File: src/rtl/reorder_buffer_pkg.sv
// Shared constants and types for the reorder buffer.
// Tag 0 is reserved as NULL_TAG ("register not renamed"), so a buffer with
// REORDER_BUFFER_SIZE_LOG tag bits holds 2^LOG - 1 usable entries (tags 1..2^LOG-1).
package reorder_buffer_pkg;

  localparam int REGISTER_NUMBER_LOG     = 5;
  localparam int REORDER_BUFFER_SIZE_LOG = 3;
  localparam int DATA_WIDTH              = 32;

  // Storage is indexed directly by tag; slot 0 exists but is never allocated.
  localparam int ROB_DEPTH = 1 << REORDER_BUFFER_SIZE_LOG;

  localparam logic [REORDER_BUFFER_SIZE_LOG-1:0] NULL_TAG    = '0;
  // All-ones in the tag width equals 2^LOG - 1, the usable entry count.
  localparam logic [REORDER_BUFFER_SIZE_LOG-1:0] ROB_ENTRIES = '1;

  typedef logic [REORDER_BUFFER_SIZE_LOG-1:0] rob_tag_t;
  typedef logic [REGISTER_NUMBER_LOG-1:0]     reg_idx_t;
  typedef logic [DATA_WIDTH-1:0]              rob_data_t;

  typedef struct packed {
    logic      ready;
    rob_data_t value;
  } query_result_t;

  // Operand lookup for one tag. A CDB broadcast for the same tag wins over the
  // stored value, so a consumer issuing in the writeback cycle sees the result.
  function automatic query_result_t lookup(
    input rob_tag_t  tag,
    input logic      busy,
    input logic      done,
    input rob_data_t stored,
    input logic      wb_valid,
    input rob_tag_t  wb_tag,
    input rob_data_t wb_value
  );
    query_result_t r;
    r.ready = 1'b0;
    r.value = '0;
    if (tag != NULL_TAG && busy) begin
      if (wb_valid && wb_tag == tag) begin
        r.ready = 1'b1;
        r.value = wb_value;
      end else if (done) begin
        r.ready = 1'b1;
        r.value = stored;
      end
    end
    return r;
  endfunction

endpackage

File: src/rtl/reorder_buffer_pointer.sv
// Head/tail pointer for the reorder buffer.
// Counts 1..2^WIDTH-1 and wraps back to 1, never producing the reserved tag 0.
// Ports:
//   clk     in  rising-edge clock
//   reset   in  asynchronous active-low reset (pointer -> 1)
//   flush   in  synchronous return to 1, overrides advance
//   advance in  step to the next tag
//   ptr     out current pointer value
module reorder_buffer_pointer #(
  parameter int WIDTH = 3
) (
  input  logic             clk,
  input  logic             reset,
  input  logic             flush,
  input  logic             advance,
  output logic [WIDTH-1:0] ptr
);

  localparam logic [WIDTH-1:0] FIRST = WIDTH'(1);
  localparam logic [WIDTH-1:0] LAST  = '1;

  logic [WIDTH-1:0] ptr_q, ptr_d;

  always_comb begin
    ptr_d = ptr_q;
    if (flush) begin
      ptr_d = FIRST;
    end else if (advance) begin
      ptr_d = (ptr_q == LAST) ? FIRST : ptr_q + FIRST;
    end
  end

  always_ff @(posedge clk or negedge reset) begin
    if (!reset) begin
      ptr_q <= FIRST;
    end else begin
      ptr_q <= ptr_d;
    end
  end

  assign ptr = ptr_q;

endmodule

File: src/rtl/reorder_buffer.sv
// In-order retirement buffer for the Tomasulo core.
// Allocates tags at the tail for issue, captures CDB results, answers operand
// lookups by tag (with CDB bypass), and retires one done entry per cycle from
// the head through registered commit outputs.
// Ports:
//   clk, reset (async active-low), flush (sync squash of everything)
//   issueValid/issueDest      -> issueReady, issueTag (tag to allocate = tail)
//   wbValid/wbTag/wbValue     CDB broadcast
//   queryTagA/B               -> queryReadyA/B, queryValueA/B (combinational)
//   commitValid/Tag/Dest/Value registered retirement info
//   count                     occupied entries
module reorder_buffer
  import reorder_buffer_pkg::*;
(
  input  logic                               clk,
  input  logic                               reset,
  input  logic                               flush,
  input  logic                               issueValid,
  input  logic [REGISTER_NUMBER_LOG-1:0]     issueDest,
  output logic                               issueReady,
  output logic [REORDER_BUFFER_SIZE_LOG-1:0] issueTag,
  input  logic                               wbValid,
  input  logic [REORDER_BUFFER_SIZE_LOG-1:0] wbTag,
  input  logic [DATA_WIDTH-1:0]              wbValue,
  input  logic [REORDER_BUFFER_SIZE_LOG-1:0] queryTagA,
  input  logic [REORDER_BUFFER_SIZE_LOG-1:0] queryTagB,
  output logic                               queryReadyA,
  output logic                               queryReadyB,
  output logic [DATA_WIDTH-1:0]              queryValueA,
  output logic [DATA_WIDTH-1:0]              queryValueB,
  output logic                               commitValid,
  output logic [REORDER_BUFFER_SIZE_LOG-1:0] commitTag,
  output logic [REGISTER_NUMBER_LOG-1:0]     commitDest,
  output logic [DATA_WIDTH-1:0]              commitValue,
  output logic [REORDER_BUFFER_SIZE_LOG-1:0] count
);

  logic [ROB_DEPTH-1:0] busy_q, busy_d;
  logic [ROB_DEPTH-1:0] done_q, done_d;
  reg_idx_t             dest_q  [ROB_DEPTH];
  reg_idx_t             dest_d  [ROB_DEPTH];
  rob_data_t            value_q [ROB_DEPTH];
  rob_data_t            value_d [ROB_DEPTH];

  rob_tag_t  head, tail;
  rob_tag_t  count_q, count_d;

  logic      commit_valid_q, commit_valid_d;
  rob_tag_t  commit_tag_q, commit_tag_d;
  reg_idx_t  commit_dest_q, commit_dest_d;
  rob_data_t commit_value_q, commit_value_d;

  logic issue_fire, wb_fire, commit_fire;

  // Readiness comes from the registered count, so a full buffer cannot reuse
  // the slot it is retiring in the same cycle.
  assign issue_fire  = issueValid && issueReady;
  assign wb_fire     = wbValid && (wbTag != NULL_TAG) && busy_q[wbTag];
  // Retirement looks only at stored done bits; a writeback landing on the
  // head this cycle is visible one edge later.
  assign commit_fire = busy_q[head] && done_q[head];

  reorder_buffer_pointer #(.WIDTH(REORDER_BUFFER_SIZE_LOG)) u_head_ptr (
    .clk     (clk),
    .reset   (reset),
    .flush   (flush),
    .advance (commit_fire),
    .ptr     (head)
  );

  reorder_buffer_pointer #(.WIDTH(REORDER_BUFFER_SIZE_LOG)) u_tail_ptr (
    .clk     (clk),
    .reset   (reset),
    .flush   (flush),
    .advance (issue_fire),
    .ptr     (tail)
  );

  // Entry state. Later statements override earlier ones: commit frees the
  // head after any writeback to it, and issue claims the (idle) tail slot.
  // NOTE: blocking '=' in always_comb gives this in-order override semantics;
  // every _d signal is defaulted first so no latch is inferred.
  always_comb begin
    busy_d  = busy_q;
    done_d  = done_q;
    dest_d  = dest_q;
    value_d = value_q;
    if (flush) begin
      busy_d = '0;
      done_d = '0;
    end else begin
      if (wb_fire) begin
        done_d[wbTag]  = 1'b1;
        value_d[wbTag] = wbValue;
      end
      if (commit_fire) begin
        busy_d[head] = 1'b0;
        done_d[head] = 1'b0;
      end
      if (issue_fire) begin
        busy_d[tail] = 1'b1;
        done_d[tail] = 1'b0;
        dest_d[tail] = issueDest;
      end
    end
  end

  always_comb begin
    count_d = count_q;
    if (flush) begin
      count_d = '0;
    end else begin
      count_d = count_q + REORDER_BUFFER_SIZE_LOG'(issue_fire)
                        - REORDER_BUFFER_SIZE_LOG'(commit_fire);
    end
  end

  // Commit outputs hold their last payload when nothing retires.
  always_comb begin
    commit_valid_d = 1'b0;
    commit_tag_d   = commit_tag_q;
    commit_dest_d  = commit_dest_q;
    commit_value_d = commit_value_q;
    if (!flush && commit_fire) begin
      commit_valid_d = 1'b1;
      commit_tag_d   = head;
      commit_dest_d  = dest_q[head];
      commit_value_d = value_q[head];
    end
  end

  always_ff @(posedge clk or negedge reset) begin
    if (!reset) begin
      busy_q         <= '0;
      done_q         <= '0;
      count_q        <= '0;
      commit_valid_q <= 1'b0;
      commit_tag_q   <= '0;
      commit_dest_q  <= '0;
      commit_value_q <= '0;
    end else begin
      busy_q         <= busy_d;
      done_q         <= done_d;
      count_q        <= count_d;
      commit_valid_q <= commit_valid_d;
      commit_tag_q   <= commit_tag_d;
      commit_dest_q  <= commit_dest_d;
      commit_value_q <= commit_value_d;
    end
  end

  // NOTE: payload arrays are deliberately not reset; they are only observed
  // through busy/done, which are reset, so resetting them would buy nothing.
  always_ff @(posedge clk) begin
    dest_q  <= dest_d;
    value_q <= value_d;
  end

  query_result_t query_a, query_b;

  always_comb begin
    query_a = lookup(queryTagA, busy_q[queryTagA], done_q[queryTagA],
                     value_q[queryTagA], wbValid, wbTag, wbValue);
    query_b = lookup(queryTagB, busy_q[queryTagB], done_q[queryTagB],
                     value_q[queryTagB], wbValid, wbTag, wbValue);
  end

  assign issueReady  = (count_q < ROB_ENTRIES);
  assign issueTag    = tail;
  assign queryReadyA = query_a.ready;
  assign queryValueA = query_a.value;
  assign queryReadyB = query_b.ready;
  assign queryValueB = query_b.value;
  assign commitValid = commit_valid_q;
  assign commitTag   = commit_tag_q;
  assign commitDest  = commit_dest_q;
  assign commitValue = commit_value_q;
  assign count       = count_q;

endmodule

File: config.mk
export PLATFORM = sky130hd
export DESIGN_NAME = reorder_buffer
export DESIGN_NICKNAME = d
export VERILOG_FILES = /design/src/rtl/reorder_buffer_pkg.sv /design/src/rtl/reorder_buffer_pointer.sv /design/src/rtl/reorder_buffer.sv
export SDC_FILE = /design/constraint.sdc
export NUM_CORES = 1
export LEC_CHECK = 0
export CORE_MARGIN = 1.5
export CORE_UTILIZATION = 30
export DETAILED_ROUTE_END_ITERATION = 10
export PLACE_DENSITY_LB_ADDON = 0.05
export SLEW_MARGIN = 15
export SYNTH_ARGS = -nofsm -noshare
export SYNTH_HDL_FRONTEND = slang
export SYNTH_SLANG_ARGS = --single-unit
File: constraint.sdc
create_clock -name clk -period 13.3 [get_ports clk]
set_input_delay 2.66 -clock clk [delete_from_list [all_inputs] [get_ports clk]]
set_output_delay 2.66 -clock clk [all_outputs]
set_load 0.1 [all_outputs]
==> run summary <==
Status: complete, no violations
Cells after Synth: 1239
Fin. max-slew vios: 0
Worst Max-Slew Pin Slew: 1190 ps
Final Hold Fails: 0
Area Overhead vs Synth: 20.9%
Filler Cell Count: 5946
Initial antenna violation count: 2
VDD IR max: 0.0836 mV
Yosys warns: 0
Yosys cell types: 65
Mux share of post-synthesis cell area: 26.3%
Sequential-to-total area share from yosys stat: 54.8%
Synth Cell Area: 19200 um^2
Avg Inst Size Synth: 15.5 um^2
First-pass DRT Iterations: 5
TritonCTS clock tree: done
Die Wd: 256 um
GR Overflow Total: 0
Cell chain of the critical path: clkdlybuf4s50_1 -> xnor2_1 -> nand4_1 -> buf_4 -> nor2_1 -> a211oi_1 -> clkdlybuf4s50_1
CP most frequent cell: clkdlybuf4s50_1
CP Data Arrival Time: 6480 ps
CP max stage delay: 1280 ps
Layout Utilization: 36.8%
CP max-delay cell: clkdlybuf4s50_1
Worst Path Class, Setup: input port to primary output
Ports: 165
Leakage: 7.83 nW
Wirelength per Cell: 31.0 um
Cell taking the most area after synthesis: edfxtp_1
Total of max-cap violations: 0
# diodes: 0
Vias: 12866
WHS: 511 ps
Ys flop type: edfxtp_1
Antenna viol nets, final: 0
Synth Area in Adders: 0.560%
Non-filler cells, final: 2276
Fin nets: 1454
Hold Path Class: flop to flop
Core area: 63200 um^2
Max Clock Skew: 15.5 ps
Layout cells sized above 1: 24.8%
#FFs+latches synth: 362
Largest cells by area after synthesis: edfxtp_1 (46%), mux4_2 (17%), dfrtp_1 (8.3%), mux2i_1 (3.7%), mux2_2 (2.7%)
Synth Area in XOR/XNOR: 0.319%
Maximum level of the CTS H-tree: 2
First-pass GRT wire length: 101000 um
Insertion delay to the later sink of the worst-skew pair: 580 ps
Placed Cells: 2194
Clock period minus worst slack: 9140 ps
DR iter-0 viols: 1122
TritonCTS Buffers: 45
Largest family of logic cells by synthesized area: multiplexers
Async SR Flop Fraction: 18.2%
CP endpoint kind: primary output
DRC violations left: 0
Vias per std cell: 5.65
Cell Pwr Density: 120 nW/um^2
RePlAce Congestion: 0.771
Initial Util: 30.4%
Post-Route WL: 70700 um
Post-CTS Setup Bufs: 0
Slew HR: 20.2%
Largest net degree at the start of global routing: 63
Simple-Gate Fraction of Synth Area: 4.67%
Row cnt: 92
Tot Pwr: 2.80 mW
# setup viols final: 0
Worst setup SP type: input port
GRT Util Overall: 21.3%
Setup TNS: 0 ps
CP Max Fanout: 62
CTS resizes: 0
CTS clk-pin slew, worst paths: 60 ps
Die Footprint: 65600 um^2
RSZ-0062 raised after global routing: no
EDFF count, synth: 296
Yosys top cell area share: 46.2%
Hpwl dp: 40600 um
Vias in the first global route: 13280
Die Y: 256 um
Compound-gate portion of the synthesized area: 10.3%
Max clock buf depth: 3
PortBufs: 164
Post-route clock period utilization: 68.7%
# clock sinks: 362
Fmax: 109 MHz
Clk root buf: clkbuf_16
Critical Path RT: 10640 ps
Hold buffer count at cts: 0
==> power breakdown <==
| group | internal [mW] | leakage (nW) | switching [mW] |
|---|---|---|---|
| Combinational | 0.105 | 3.55 | 0.197 |
| Sequential | 1.25 | 3.59 | 0.0195 |
| Clock | 0.729 | 0.691 | 0.497 |
| Total | 2.09 | 7.83 | 0.714 |
==> stage by stage <==
stage | setup slack (ps) | instance area, um^2
final | 4160 | 23200
after global routing | 3970 | 23200
after CTS | 4050 | 23200
after detailed placement | 4040 | 21800
after global placement | 4070 | 21800
after floorplan | 4550 | 19300
==> layer usage <==
layer  up-vias  wire length (um)  track usage (%)
met4         2              1380             5.13
met2       435             33800             34.5
li1       5478                 -                -
met3        77              3860             3.60
met5         -                 8                0
met1      6874             31600             29.8
==> cells in the final DEF (no fill, tap or decap), types with 34 or more instances in the layout <==
master / n
mux2i_1: 71
dfrtp_1: 62
nor2_1: 75
nand2_1: 34
mux2_2: 46
edfxtp_1: 296
mux4_2: 149
a211oi_1: 60
clkdlybuf4s50_1: 157
clkbuf_16: 47
a221oi_1: 48
==> worst max-delay path: cells and delay by family <==
family	cells	cell delay (ps)
buf+inv	3	2730
xor+xnor	1	160
simple gates	2	210
compound gates	1	650
==> synthesized netlist by cell type (all sizes together), types with 3 or more instances <==
cell type and instances:
a211oi 60, a21oi 19, a221o 20, a221oi 48
a222oi 3, a22o 7, a22oi 15, a31o 4
a31oi 20, a41o 4, and2 5, and3 9
and4 4, buf 55, clkbuf 59, dfrtp 64
edfxtp 296, ha 7, inv 14, mux2 71
mux2i 73, mux4 151, nand2 34, nand2b 3
nand3 12, nand3b 3, nand4 4, nor2 78
nor2b 9, nor3 6, nor3b 7, nor4 6
o2111a 4, o211ai 7, o21ai 13, o21bai 3
o221ai 3, o22ai 12, o32ai 3, xnor2 7
==> state kept, by name, indices dropped and copies added, names as in the netlist, 5 cells and up <==
| signal | cells |
|---|---|
| busy_q | 8 |
| commitDest | 5 |
| dest_q | 40 |
| value_q | 256 |
| commitValue | 32 |
| done_q | 8 |
==> cells by family after synthesis <==
logic type / after synthesis
buffers and inverters: 129
multiplexers: 295
other: 1
AO/OA/AOI/OAI: 252
adder cells (fa/ha/maj): 8
flip-flops: 362
AND/OR/NAND/NOR: 185
XOR/XNOR: 7
==> area by class of cell <==
type / count / area, um^2 / share of cell area, %
sequential: 362 / 10600 / 45.4
multi-input combinational: 779 / 8290 / 35.7
timing repair buffer: 192 / 1830 / 7.87
clock buffer: 62 / 1240 / 5.35
tap: 846 / 1060 / 4.56
clock inverter: 20 / 205 / 0.883
inverter: 15 / 56.3 / 0.242
==> path summary, 6_finish.rpt <==
path,startpoint,end,slack (ps),cells after the start
setup reg to reg,u_head_ptr.ptr[2],count[2],9330,11
setup / recovery,wbTag[0],queryValueA[10],4160,7
max in group asynchronous,reset,u_head_ptr.ptr[1],10130,2
min in group asynchronous,reset,count[1],1990,1
hold / removal,commitValue[5],commitValue[5],510,1
hold reg to reg,commitValue[5],commitValue[5],510,1
Note: power is estimated with default switching activity, not from simulation.
==> patch (same settings) <==
Change the package constant `DATA_WIDTH` from 32 to 64.
--- a/src/rtl/reorder_buffer_pkg.sv
+++ b/src/rtl/reorder_buffer_pkg.sv
@@ -7,3 +7,3 @@
   localparam int REORDER_BUFFER_SIZE_LOG = 3;
-  localparam int DATA_WIDTH              = 32;
+  localparam int DATA_WIDTH              = 64;
 
Ports: changed (resized commitValue, queryValueA, queryValueB and wbValue); port bits go from 165 to 293. No check against the original RTL was run, so the function may have changed too.
==> patch against the unedited design <==
Total power up 95%. Largest power group unchanged. Synthesized area is 80% higher. Worst setup slack lost 1.1 ns. Sequential cell count rose by 288. Hold slack lost 0.028 ns. Cell area rose by 81%. Routed wire length rose by 79%.
==> patch: results (changes against the unedited design) <==
Placement
  • Port bufs: 292 (+78%)
  • Gpl congestion: 0.801 (+4.0%)
  • Placed wire-length estimate: 75.9 mm (+87%)
  • Dpl ws: 3.07 ns (-0.975 ns)

Setup path
  • Crit-path max FO: 79 (+27%)
  • R2r setup slk: 9.11 ns (-0.22 ns)
  • R2r startpoint: u_head_ptr.ptr[0]
  • CP arrival: 7.62 ns (+1.14 ns)

Run status
  • Status: finished, final reports clean

STA
  • Clk_skew: 0.0320 ns (+0.0165 ns)
  • Worst Max-Slew Pin Slew: 1.20 ns (+0.00485 ns)

Yosys
  • Xor/xnor cell area share of the yosys netlist: 0.178% (-0.14 points)
  • Synth top cells by count: 552 x edfxtp_1, 343 x mux4_2, 269 x nand2_1
  • Unique masters post-synth: 66 (+1.5%)
  • Top cells by area, synth: edfxtp_1 48%, mux4_2 22%, dfrtp_1 7.0%
  • Fraction of the mapped netlist area in adder cells: 0.312% (-0.25 points)
  • Async S/R FF share, synth: 15.1% (-3.2 points)
  • Mux cell area share after synthesis: 30.0% (+3.7 points)
  • Sequential area share after synthesis: 55.1% (+0.27 points)

Global route
  • First-pass GRT wire length: 180 mm (+78%)
  • Largest net degree at the start of global routing: 93 (+48%)
  • Initial antenna violation count: 1 (-1)

Routing
  • DRT iter0 DRCs: 1,931 (+72%)
  • Final wirelength: 126 mm (+79%)
  • Routed vias/inst: 5.69 (+0.64%)

Layout
  • Nets@finish: 2,521 (+73%)
  • Fillcell total: 10.7k (+81%)
  • Layout cells sized above 1: 25.5% (+0.63 points)
  • Max reg flops: 512 (+100%)

Clock tree
  • Skew-Pair Late Insertion Delay: 0.67 ns (+0.09 ns)

Worst hold path
  • Hold endpoint: commitValue[4]
patch: cell count changes after synthesis, moves of 32 or more:
cell,unedited run,this run
mux2i_1,71,165
edfxtp_1,296,552
nor2_1,78,30
o32ai_1,3,126
mux4_2,149,343
a211oi_1,60,1
clkbuf_1,59,139
dfrtp_1,64,96
nand2_1,34,269
patch: metal layers:
layer	up-vias	share of wire [%]	GRT usage [%]
met2	826	50	36.4
met1	12300	43	28.6
met4	0	2.4	5.56
li1	9524	-	-
met3	165	4.7	3.03
met5	-	0	0
patch: worst max-delay path: cells and delay by family:
kind | cells | cell delay, ns
buf+inv | 3 | 2.41
mux | 1 | 0.95
compound gates | 1 | 0.82
simple gates | 1 | 0.52
patch: cell families (layout without fill, tap and decap cells):
logic type | count (synthesis) | in the layout
DFF | 650 | 650
muxes | 596 | 596
and+or+nand+nor | 372 | 372
AOI/OAI and AO/OA | 291 | 291
buffers and inverters | 221 | 511
adders and majority gates | 8 | 8
xor gates and xnor gates | 7 | 7
other | 1 | 65
patch: final cells by class:
type / count / area (um2) / share of cell area (%)
diodes: 1 / 2.50 / 0.00596
clock buffers: 110 / 2210 / 5.26
clock inverters: 43 / 531 / 1.26
inverters: 17 / 76.3 / 0.182
multi-input cells: 1338 / 14900 / 35.5
flip-flops and latches: 650 / 19000 / 45.3
well taps: 1512 / 1890 / 4.50
repair buffers: 341 / 3330 / 7.93
patch: how the worst max path moves through the flow:
stage	start	end	slack, ns	cells after the start
4_1_cts	queryTagA[0]	queryValueA[1]	3.06	7
3_5_place_dp	queryTagA[0]	queryValueA[1]	3.07	7
2_1_floorplan	wbTag[0]	value_q[256]	2.52	4
5_1_grt	queryTagA[0]	queryValueA[1]	2.93	7
3_3_place_gp	queryTagB[0]	queryValueB[39]	3.13	7
6_report	queryTagA[1]	queryValueA[1]	3.02	6
patch: power breakdown:
group          internal (mW)  total [mW]  switching (mW)
registers               2.28        2.33          0.0509
clock network           1.38        2.30           0.919
logic                  0.250       0.814           0.564
total                   3.91        5.45            1.53
patch: per-stage QoR:
stage	instances	utilization (%)	instance area (um2)	total power, mW
after detailed placement	3858	34.4	39300	3.20
final	4012	36.8	42000	5.45
after global routing	4011	36.8	42000	5.62
after CTS	4011	36.8	42000	5.52
after global placement	3858	34.4	39300	3.19
after floorplan	2209	-	34800	2.92
